`src/rtl/data_memory_bytewise_pkg.sv`:
```
// Shared types for the byte-addressable data memory: RV32 funct3 codes, FSM states, legality check.
// Latency: n/a (types and a pure combinational helper only).
// Backpressure: n/a.
//
// Contents: load_f3_e / store_f3_e funct3 codes, state_e {CLEAR, READY},
// access-size codes taken from funct3[1:0], and is_legal(write, funct3).
package dmem_pkg;

  // Loads and stores reuse the same numeric codes, so they live in separate enums.
  typedef enum logic [2:0] {
    LB  = 3'b000,
    LH  = 3'b001,
    LW  = 3'b010,
    LBU = 3'b100,
    LHU = 3'b101
  } load_f3_e;

  typedef enum logic [2:0] {
    SB = 3'b000,
    SH = 3'b001,
    SW = 3'b010
  } store_f3_e;

  typedef enum logic {
    CLEAR = 1'b0,
    READY = 1'b1
  } state_e;

  // funct3[1:0] encodes the access size for every legal code.
  localparam logic [1:0] SIZE_B = 2'b00;
  localparam logic [1:0] SIZE_H = 2'b01;
  localparam logic [1:0] SIZE_W = 2'b10;

  function automatic logic is_legal(input logic write, input logic [2:0] funct3);
    logic ok;
    ok = 1'b0;
    if (write) begin
      case (funct3)
        SB, SH, SW: ok = 1'b1;
        default:    ok = 1'b0;
      endcase
    end else begin
      case (funct3)
        LB, LH, LW, LBU, LHU: ok = 1'b1;
        default:              ok = 1'b0;
      endcase
    end
    return ok;
  endfunction

endpackage

```
`src/rtl/data_memory_bytewise_if.sv`:
```
// Request/response bundle between the load/store unit and the data memory.
// Latency: n/a (wires only).
// Backpressure: req_valid/req_ready handshake; the response side has no backpressure.
//
// master: requester (drives req_*); slave: memory (drives req_ready, rsp_*, init_done).
interface data_memory_bytewise_if #(
  parameter int ADDR_WIDTH = 32
);
  logic                  req_valid;
  logic                  req_ready;
  logic                  req_write;
  logic [ADDR_WIDTH-1:0] req_addr;
  logic [2:0]            req_funct3;
  logic [31:0]           req_wdata;
  logic                  rsp_valid;
  logic [31:0]           rsp_rdata;
  logic                  rsp_error;
  logic                  init_done;

  modport master (
    output req_valid, req_write, req_addr, req_funct3, req_wdata,
    input  req_ready, rsp_valid, rsp_rdata, rsp_error, init_done
  );

  modport slave (
    input  req_valid, req_write, req_addr, req_funct3, req_wdata,
    output req_ready, rsp_valid, rsp_rdata, rsp_error, init_done
  );
endinterface

```
`src/rtl/data_memory_bytewise_lane_align.sv`:
```
// Byte-lane steering for RV32 sub-word accesses: store enables/data, load extraction/extension.
// Latency: 0 cycles (purely combinational).
// Backpressure: none; outputs follow inputs.
//
// Ports: funct3, lane (addr[1:0]), wdata_in, rword (stored word) ->
//        byte_en, wdata_out (lane-aligned), rdata_out (extended), misaligned.
module dmem_lane_align
  import dmem_pkg::*;
(
  input  logic [2:0]  funct3,
  input  logic [1:0]  lane,
  input  logic [31:0] wdata_in,
  input  logic [31:0] rword,
  output logic [3:0]  byte_en,
  output logic [31:0] wdata_out,
  output logic [31:0] rdata_out,
  output logic        misaligned
);

  logic [1:0]  size;
  logic [31:0] shifted;

  assign size    = funct3[1:0];
  // Bring the addressed byte down to bit 0 for loads.
  assign shifted = rword >> {lane, 3'b000};

  always_comb begin
    byte_en    = 4'b0000;
    wdata_out  = wdata_in << {lane, 3'b000};
    rdata_out  = '0;
    misaligned = 1'b0;
    case (size)
      SIZE_B: begin
        byte_en   = 4'b0001 << lane;
        rdata_out = funct3[2] ? {24'b0, shifted[7:0]} : {{24{shifted[7]}}, shifted[7:0]};
      end
      SIZE_H: begin
        byte_en    = 4'b0011 << lane;
        misaligned = lane[0];
        rdata_out  = funct3[2] ? {16'b0, shifted[15:0]} : {{16{shifted[15]}}, shifted[15:0]};
      end
      SIZE_W: begin
        byte_en    = 4'b1111;
        misaligned = (lane != 2'b00);
        rdata_out  = rword;
      end
      default: begin
        byte_en = 4'b0000;
      end
    endcase
  end

endmodule

```
`src/rtl/data_memory_bytewise.sv`:
```
// Byte-addressable RV32 data memory with sub-word loads/stores and a post-reset clearing pass.
// Latency: 1 cycle for every accepted request (store commits on the accepting edge, load data registered).
// Backpressure: req_ready is low while clearing (DEPTH cycles after reset), then always high.
//
// Ports: clock, reset (sync, active-high), bus (slave modport: req_valid/ready/write/addr/
//        funct3/wdata in, rsp_valid/rdata/error and init_done out).
module data_memory_bytewise
  import dmem_pkg::*;
#(
  parameter int DEPTH      = 64,
  parameter int ADDR_WIDTH = 32
) (
  input  logic                  clock,
  input  logic                  reset,
  data_memory_bytewise_if.slave bus
);

  localparam int IDXW = $clog2(DEPTH);

  logic [31:0] mem [DEPTH];

  state_e            state_q, state_d;
  logic [IDXW-1:0]   clr_idx_q, clr_idx_d;
  logic              rsp_valid_q, rsp_valid_d;
  logic [31:0]       rsp_rdata_q, rsp_rdata_d;
  logic              rsp_error_q, rsp_error_d;

  logic              accept;
  logic [IDXW-1:0]   widx;
  logic [31:0]       rword;
  logic              out_of_range;
  logic              req_err;
  logic [3:0]        byte_en;
  logic [31:0]       wdata_lane;
  logic [31:0]       load_data;
  logic              misaligned;

  logic              mem_we;
  logic [IDXW-1:0]   mem_widx;
  logic [31:0]       mem_wdata;

  assign bus.req_ready = (state_q == READY);
  assign bus.init_done = (state_q == READY);
  assign bus.rsp_valid = rsp_valid_q;
  assign bus.rsp_rdata = rsp_rdata_q;
  assign bus.rsp_error = rsp_error_q;

  assign accept = bus.req_valid && bus.req_ready;
  assign widx   = bus.req_addr[IDXW+1:2];
  // Any address bit above the array span means the access falls off the end.
  assign out_of_range = (bus.req_addr >> (IDXW + 2)) != '0;
  // Truncated index stays in range even for rejected addresses, so the read is always safe.
  assign rword  = mem[widx];
  assign req_err = !is_legal(bus.req_write, bus.req_funct3) || misaligned || out_of_range;

  dmem_lane_align u_align (
    .funct3     (bus.req_funct3),
    .lane       (bus.req_addr[1:0]),
    .wdata_in   (bus.req_wdata),
    .rword      (rword),
    .byte_en    (byte_en),
    .wdata_out  (wdata_lane),
    .rdata_out  (load_data),
    .misaligned (misaligned)
  );

  // Single write port shared by the clearing pass and stores; a store merges
  // new lanes into the current word so unselected bytes keep their value.
  always_comb begin
    mem_we    = 1'b0;
    mem_widx  = widx;
    mem_wdata = rword;
    if (state_q == CLEAR) begin
      mem_we    = 1'b1;
      mem_widx  = clr_idx_q;
      mem_wdata = '0;
    end else if (accept && bus.req_write && !req_err) begin
      mem_we = 1'b1;
      for (int b = 0; b < 4; b++) begin
        if (byte_en[b]) begin
          mem_wdata[8*b +: 8] = wdata_lane[8*b +: 8];
        end
      end
    end
  end

  always_ff @(posedge clock) begin
    if (mem_we && !reset) begin
      mem[mem_widx] <= mem_wdata;
    end
  end

  // Next-state and response computation.
  always_comb begin
    state_d     = state_q;
    clr_idx_d   = clr_idx_q;
    rsp_valid_d = accept;
    rsp_error_d = accept && req_err;
    rsp_rdata_d = '0;
    case (state_q)
      CLEAR: begin
        clr_idx_d = clr_idx_q + 1'b1;
        if (clr_idx_q == IDXW'(DEPTH - 1)) begin
          state_d = READY;
        end
      end
      READY: begin
        state_d = READY;
      end
      default: begin
        state_d = CLEAR;
      end
    endcase
    if (accept && !req_err && !bus.req_write) begin
      rsp_rdata_d = load_data;
    end
  end

  always_ff @(posedge clock) begin
    if (reset) begin
      state_q     <= CLEAR;
      clr_idx_q   <= '0;
      rsp_valid_q <= 1'b0;
      rsp_rdata_q <= '0;
      rsp_error_q <= 1'b0;
    end else begin
      state_q     <= state_d;
      clr_idx_q   <= clr_idx_d;
      rsp_valid_q <= rsp_valid_d;
      rsp_rdata_q <= rsp_rdata_d;
      rsp_error_q <= rsp_error_d;
    end
  end

endmodule
```
`src/flat_wrapper.sv`:
```
// flat-port wrapper written by rule: the top's interface ports become plain ports
module data_memory_bytewise_flat import dmem_pkg::*;
#(
  parameter int DEPTH      = 64,
  parameter int ADDR_WIDTH = 32
)
  (clock, reset, bus_req_valid, bus_req_write, bus_req_addr, bus_req_funct3, bus_req_wdata, bus_req_ready, bus_rsp_valid, bus_rsp_rdata, bus_rsp_error, bus_init_done);
  data_memory_bytewise_if #(.ADDR_WIDTH(ADDR_WIDTH)) bus_i ();
  input  logic clock;
  input  logic reset;
  input wire logic [$bits(bus_i.req_valid)-1:0] bus_req_valid;
  input wire logic [$bits(bus_i.req_write)-1:0] bus_req_write;
  input wire logic [$bits(bus_i.req_addr)-1:0] bus_req_addr;
  input wire logic [$bits(bus_i.req_funct3)-1:0] bus_req_funct3;
  input wire logic [$bits(bus_i.req_wdata)-1:0] bus_req_wdata;
  output wire logic [$bits(bus_i.req_ready)-1:0] bus_req_ready;
  output wire logic [$bits(bus_i.rsp_valid)-1:0] bus_rsp_valid;
  output wire logic [$bits(bus_i.rsp_rdata)-1:0] bus_rsp_rdata;
  output wire logic [$bits(bus_i.rsp_error)-1:0] bus_rsp_error;
  output wire logic [$bits(bus_i.init_done)-1:0] bus_init_done;
  assign bus_i.req_valid = bus_req_valid;
  assign bus_i.req_write = bus_req_write;
  assign bus_i.req_addr = bus_req_addr;
  assign bus_i.req_funct3 = bus_req_funct3;
  assign bus_i.req_wdata = bus_req_wdata;
  assign bus_req_ready = bus_i.req_ready;
  assign bus_rsp_valid = bus_i.rsp_valid;
  assign bus_rsp_rdata = bus_i.rsp_rdata;
  assign bus_rsp_error = bus_i.rsp_error;
  assign bus_init_done = bus_i.init_done;
  data_memory_bytewise #(.DEPTH(DEPTH), .ADDR_WIDTH(ADDR_WIDTH)) u_core (.clock(clock), .reset(reset), .bus(bus_i));
endmodule
```
`config.mk`:
```
export PLATFORM = sky130hd
export DESIGN_NAME = data_memory_bytewise_flat
export DESIGN_NICKNAME = d
export VERILOG_FILES = /design/src/rtl/data_memory_bytewise_pkg.sv /design/src/rtl/data_memory_bytewise_if.sv /design/src/rtl/data_memory_bytewise_lane_align.sv /design/src/rtl/data_memory_bytewise.sv /design/src/flat_wrapper.sv
export SDC_FILE = /design/constraint.sdc
export NUM_CORES = 2
export LEC_CHECK = 0
export ABC_CLOCK_PERIOD_IN_PS = 10810
export BUFFER_PORTS_ARGS = -buffer_cell sky130_fd_sc_hd__buf_2
export CAP_MARGIN = 10
export CORE_MARGIN = 10
export CORE_UTILIZATION = 25
export DETAILED_ROUTE_END_ITERATION = 10
export HOLD_SLACK_MARGIN = 0.08
export MAX_ROUTING_LAYER = met4
export PLACE_DENSITY = 0.44
export SLEW_MARGIN = 20
export SYNTH_ARGS = -nofsm -noshare
export SYNTH_HDL_FRONTEND = slang
export SYNTH_HIERARCHICAL = 1
export SYNTH_SLANG_ARGS = --single-unit
```
`constraint.sdc`:
```
create_clock -name clock -period 10.81 [get_ports clock]
set_input_delay 2.162 -clock clock [delete_from_list [all_inputs] [get_ports clock]]
set_output_delay 2.162 -clock clock [all_outputs]
set_load 0.02 [all_outputs]
```
==> reports/qor.txt <==
Status = complete, no violations
CP Cell Sequence = buf_2 -> inv_1 -> ha_1 -> o21ai_0 -> a21boi_0 -> nor4_1 -> nand4_1 -> nor3_2 -> nand2_1 -> and2_1 -> o2bb2ai_4 -> buf_4
Share of cells above drive strength 1 = 26.3%
Pin count of the biggest net entering global routing = 78
Post-CTS setup repair buffer count = 0
Slew margin rel. = 9.68%
Cell taking the most area after synthesis = edfxtp_1
Fin crit share = 62.5%
Critical path type = input pin to flip-flop
Syn avg cell area = 20.5 um^2
Post-synth top area share = 75.2%
Via density = 4.78
Slew Limit Fails = 0
Final Hold Viols = 0
Max frequency = 0.148 GHz
Least-Margin Pin Slew = 1.35 ns
Crit start category = input pin
Post-route setup TNS = 0 ns
Final antenna-violating net count = 0
DRT iter0 DRCs = 4874
Rows = 210
Starting Density = 25.1%
First-pass DRT Iterations = 9
GRT Util Overall = 15.2%
Power density cells = 174 nW/um^2
Top-Level Pins = 107
Area Growth Syn to Fin = 16.5%
Post-Route Utilization = 29.2%
Post-Synth Adder-Cell Area = 0.0765%
Synth area leaders = edfxtp_1, mux4_2, mux2i_1
Leak = 30.6 nW
Crit path max fanout = 48
Clock transition at path regs = 0.06 ns
Global Route met3 Usage = 2.84%
Remaining DRCs = 0
Worst EP arrival = 7.21 ns
Total grt overflow = 0
Via count = 42100
Library cells used by synthesis = 82
Cell family with most CP delay = simple AND/OR/NAND/NOR gates
Main combinational cell family by area after synthesis = multiplexers
Tmin final = 6.75 ns
Worst setup EP type = flip-flop
Clk buf depth = 3
Initial antenna violation count = 23
Met1 usage in global routing = 20.4%
Warnings from Yosys = 6
Final setup fails = 0
Dominant synthesized flop cell = edfxtp_1
Mux cell area share after synthesis = 15.0%
Synth Area in Simple Gates = 3.04%
Crit path largest cell delay = 0.87 ns
Root Buffer = clkbuf_16
Die width = 592 um
Hold Path Class = flip-flop to flip-flop
Number of synthesized flops with an enable pin = 2048
Worst skew pair latency = 0.86 ns
Clock sinks = 2089
Vias in the first global route = 42100
Die height = 592 um
Final WL = 265000 um
Met2 Use GR = 24.0%
Max IR drop VDD = 148 uV
Post-Synth XOR/XNOR Area = 0.0321%
I/O Buffers = 106
Fin nets = 4356
Worst path required time = 11.27 ns
Synthesis-stage register bit count = 2089
Hpwl dp = 161000 um
Die ar. = 351000 um^2
Fin Clk Skew = 0.0342 ns
CTS tree = built
Number of CTS-inserted buffers = 216
H-tree depth = 4
First-pass GRT wire length = 363000 um
Synthesized area = 81800 um^2
Complex-gate fraction of the synthesized area = 3.96%
Maxcap violations = 0
Placer Congestion = 0.908
Drt wl/cell = 30.1 um
Synthesized netlist net count = 4068
Async SR Flop Fraction = 0%
Cells after Synth = 3992
Critical path's slowest cell = nor3_2
Hold Buf Count CTS = 0
Post-CTS resize count = 0
Buf+Inv Stages, Crit Path = 3
Core footprint = 327000 um^2
Top Usage Layer GRT = met2
RSZ-0062 raised after global routing = false
Seq/Total Area, Yosys = 76.2%
R2r setup slk = 6.47 ns
[cells by family (layout without fill, tap and decap cells)]
logic type | Yosys count | after routing
mux | 685 | 685
fa+ha+maj | 5 | 5
simple gates | 512 | 512
buf+inv | 239 | 698
other cells | 0 | 12
xor+xnor | 3 | 3
compound gates | 459 | 459
flops | 2089 | 2089
[state kept, by name (all words and copies together) (netlist names)]
register,count
u_core/clr_idx_q,6
u_core/bus.init_done,1
u_core/bus.rsp_valid,1
u_core/bus.rsp_rdata,32
u_core/bus.rsp_error,1
u_core/mem,2048
[final timing paths]
kind,from,endpoint,cells past startpoint
worst max-delay path,bus_req_funct3[0],u_core/mem[54][6],12
worst min-delay path,u_core/clr_idx_q[0],u_core/clr_idx_q[0],2
worst max register to register,u_core/mem[31][29],u_core/mem[53][29],7
worst min register to register,u_core/clr_idx_q[0],u_core/clr_idx_q[0],2
[through the flow]
stage / hold WS [ns] / instances / worst slack (ns) / instance area (um^2) / total power, mW
detailed placement: 0.534 / 8407 / 3.22 / 88800 / 9.81
finish: 0.554 / 8809 / 4.06 / 95400 / 16.6
CTS: 0.544 / 8796 / 4.15 / 95300 / 16.8
floorplan: 0.481 / 3992 / 3.77 / 81800 / 9.44
global placement: 0.505 / 8405 / 3.00 / 88800 / 9.81
global route: 0.556 / 8801 / 3.96 / 95300 / 17.1
[layer usage]
| metal | wire (um) | vias up |
|---|---|---|
| li1 | - | 17300 |
| met1 | 116000 | 23000 |
| met2 | 126000 | 1502 |
| met3 | 17600 | 307 |
| met4 | 6150 | 0 |
| met5 | 0 | - |
[placed cells by master (no fill, tap or decap), types with 8 or more instances in the layout]
cell type	n
buf_4	187
nand2b_1	12
a31oi_1	13
mux2_2	20
o22ai_1	50
nand2_1	180
clkbuf_1	59
o21ai_0	58
inv_1	8
o221ai_1	10
dfxtp_1	40
a221oi_1	29
o21ai_1	15
clkbuf_16	220
nor2_1	76
edfxtp_1	2048
clkinv_1	48
o311a_1	14
mux2i_1	234
nand4_1	19
clkinv_2	36
mux4_2	430
and2_1	45
nor4bb_1	8
diode_2	12
nor2b_1	17
nand3_1	27
a22oi_1	107
a22o_1	14
a211oi_1	10
nor2_4	64
a21oi_1	55
buf_2	102
o2bb2ai_4	11
[synthesized netlist by cell type, types with 14 or more instances]
cell type	instances
buf_1	15
nand3_1	27
o21ai_0	65
nand4_1	19
a221oi_1	31
dfxtp_1	41
nand2_1	180
buf_2	77
a22o_1	18
a31oi_1	14
buf_6	29
buf_4	53
nor2_1	142
mux2_2	20
o311a_1	14
clkbuf_1	52
edfxtp_1	2048
o22ai_1	50
mux2i_1	234
and2_1	46
mux4_2	430
a22oi_1	107
a21oi_1	56
nor2b_1	22
[report_power, final]
part / total (mW) / internal (mW) / switching (mW)
Combinational: 0.854 / 0.293 / 0.560
Sequential: 8.79 / 8.78 / 0.00664
Clock: 6.94 / 3.83 / 3.12
Total: 16.6 / 12.9 / 3.68
[area by class of cell]
cell class	instances	area (um^2)
diodes	12	30.0
inverters	12	46.3
clock inverters	104	699
well taps	4346	5440
multi-input cells	1664	19000
fillers	31900	231000
flip-flops and latches	2089	62300
repair buffers	297	2060
clock buffers	285	5790
[tightest hold or removal path: cells and delay by family (launching register included)]
family / cells / cell delay, ns
flip-flops: 1 / 0.34
AND/OR/NAND/NOR: 2 / 0.17
(Power assumes the default switching activity.)
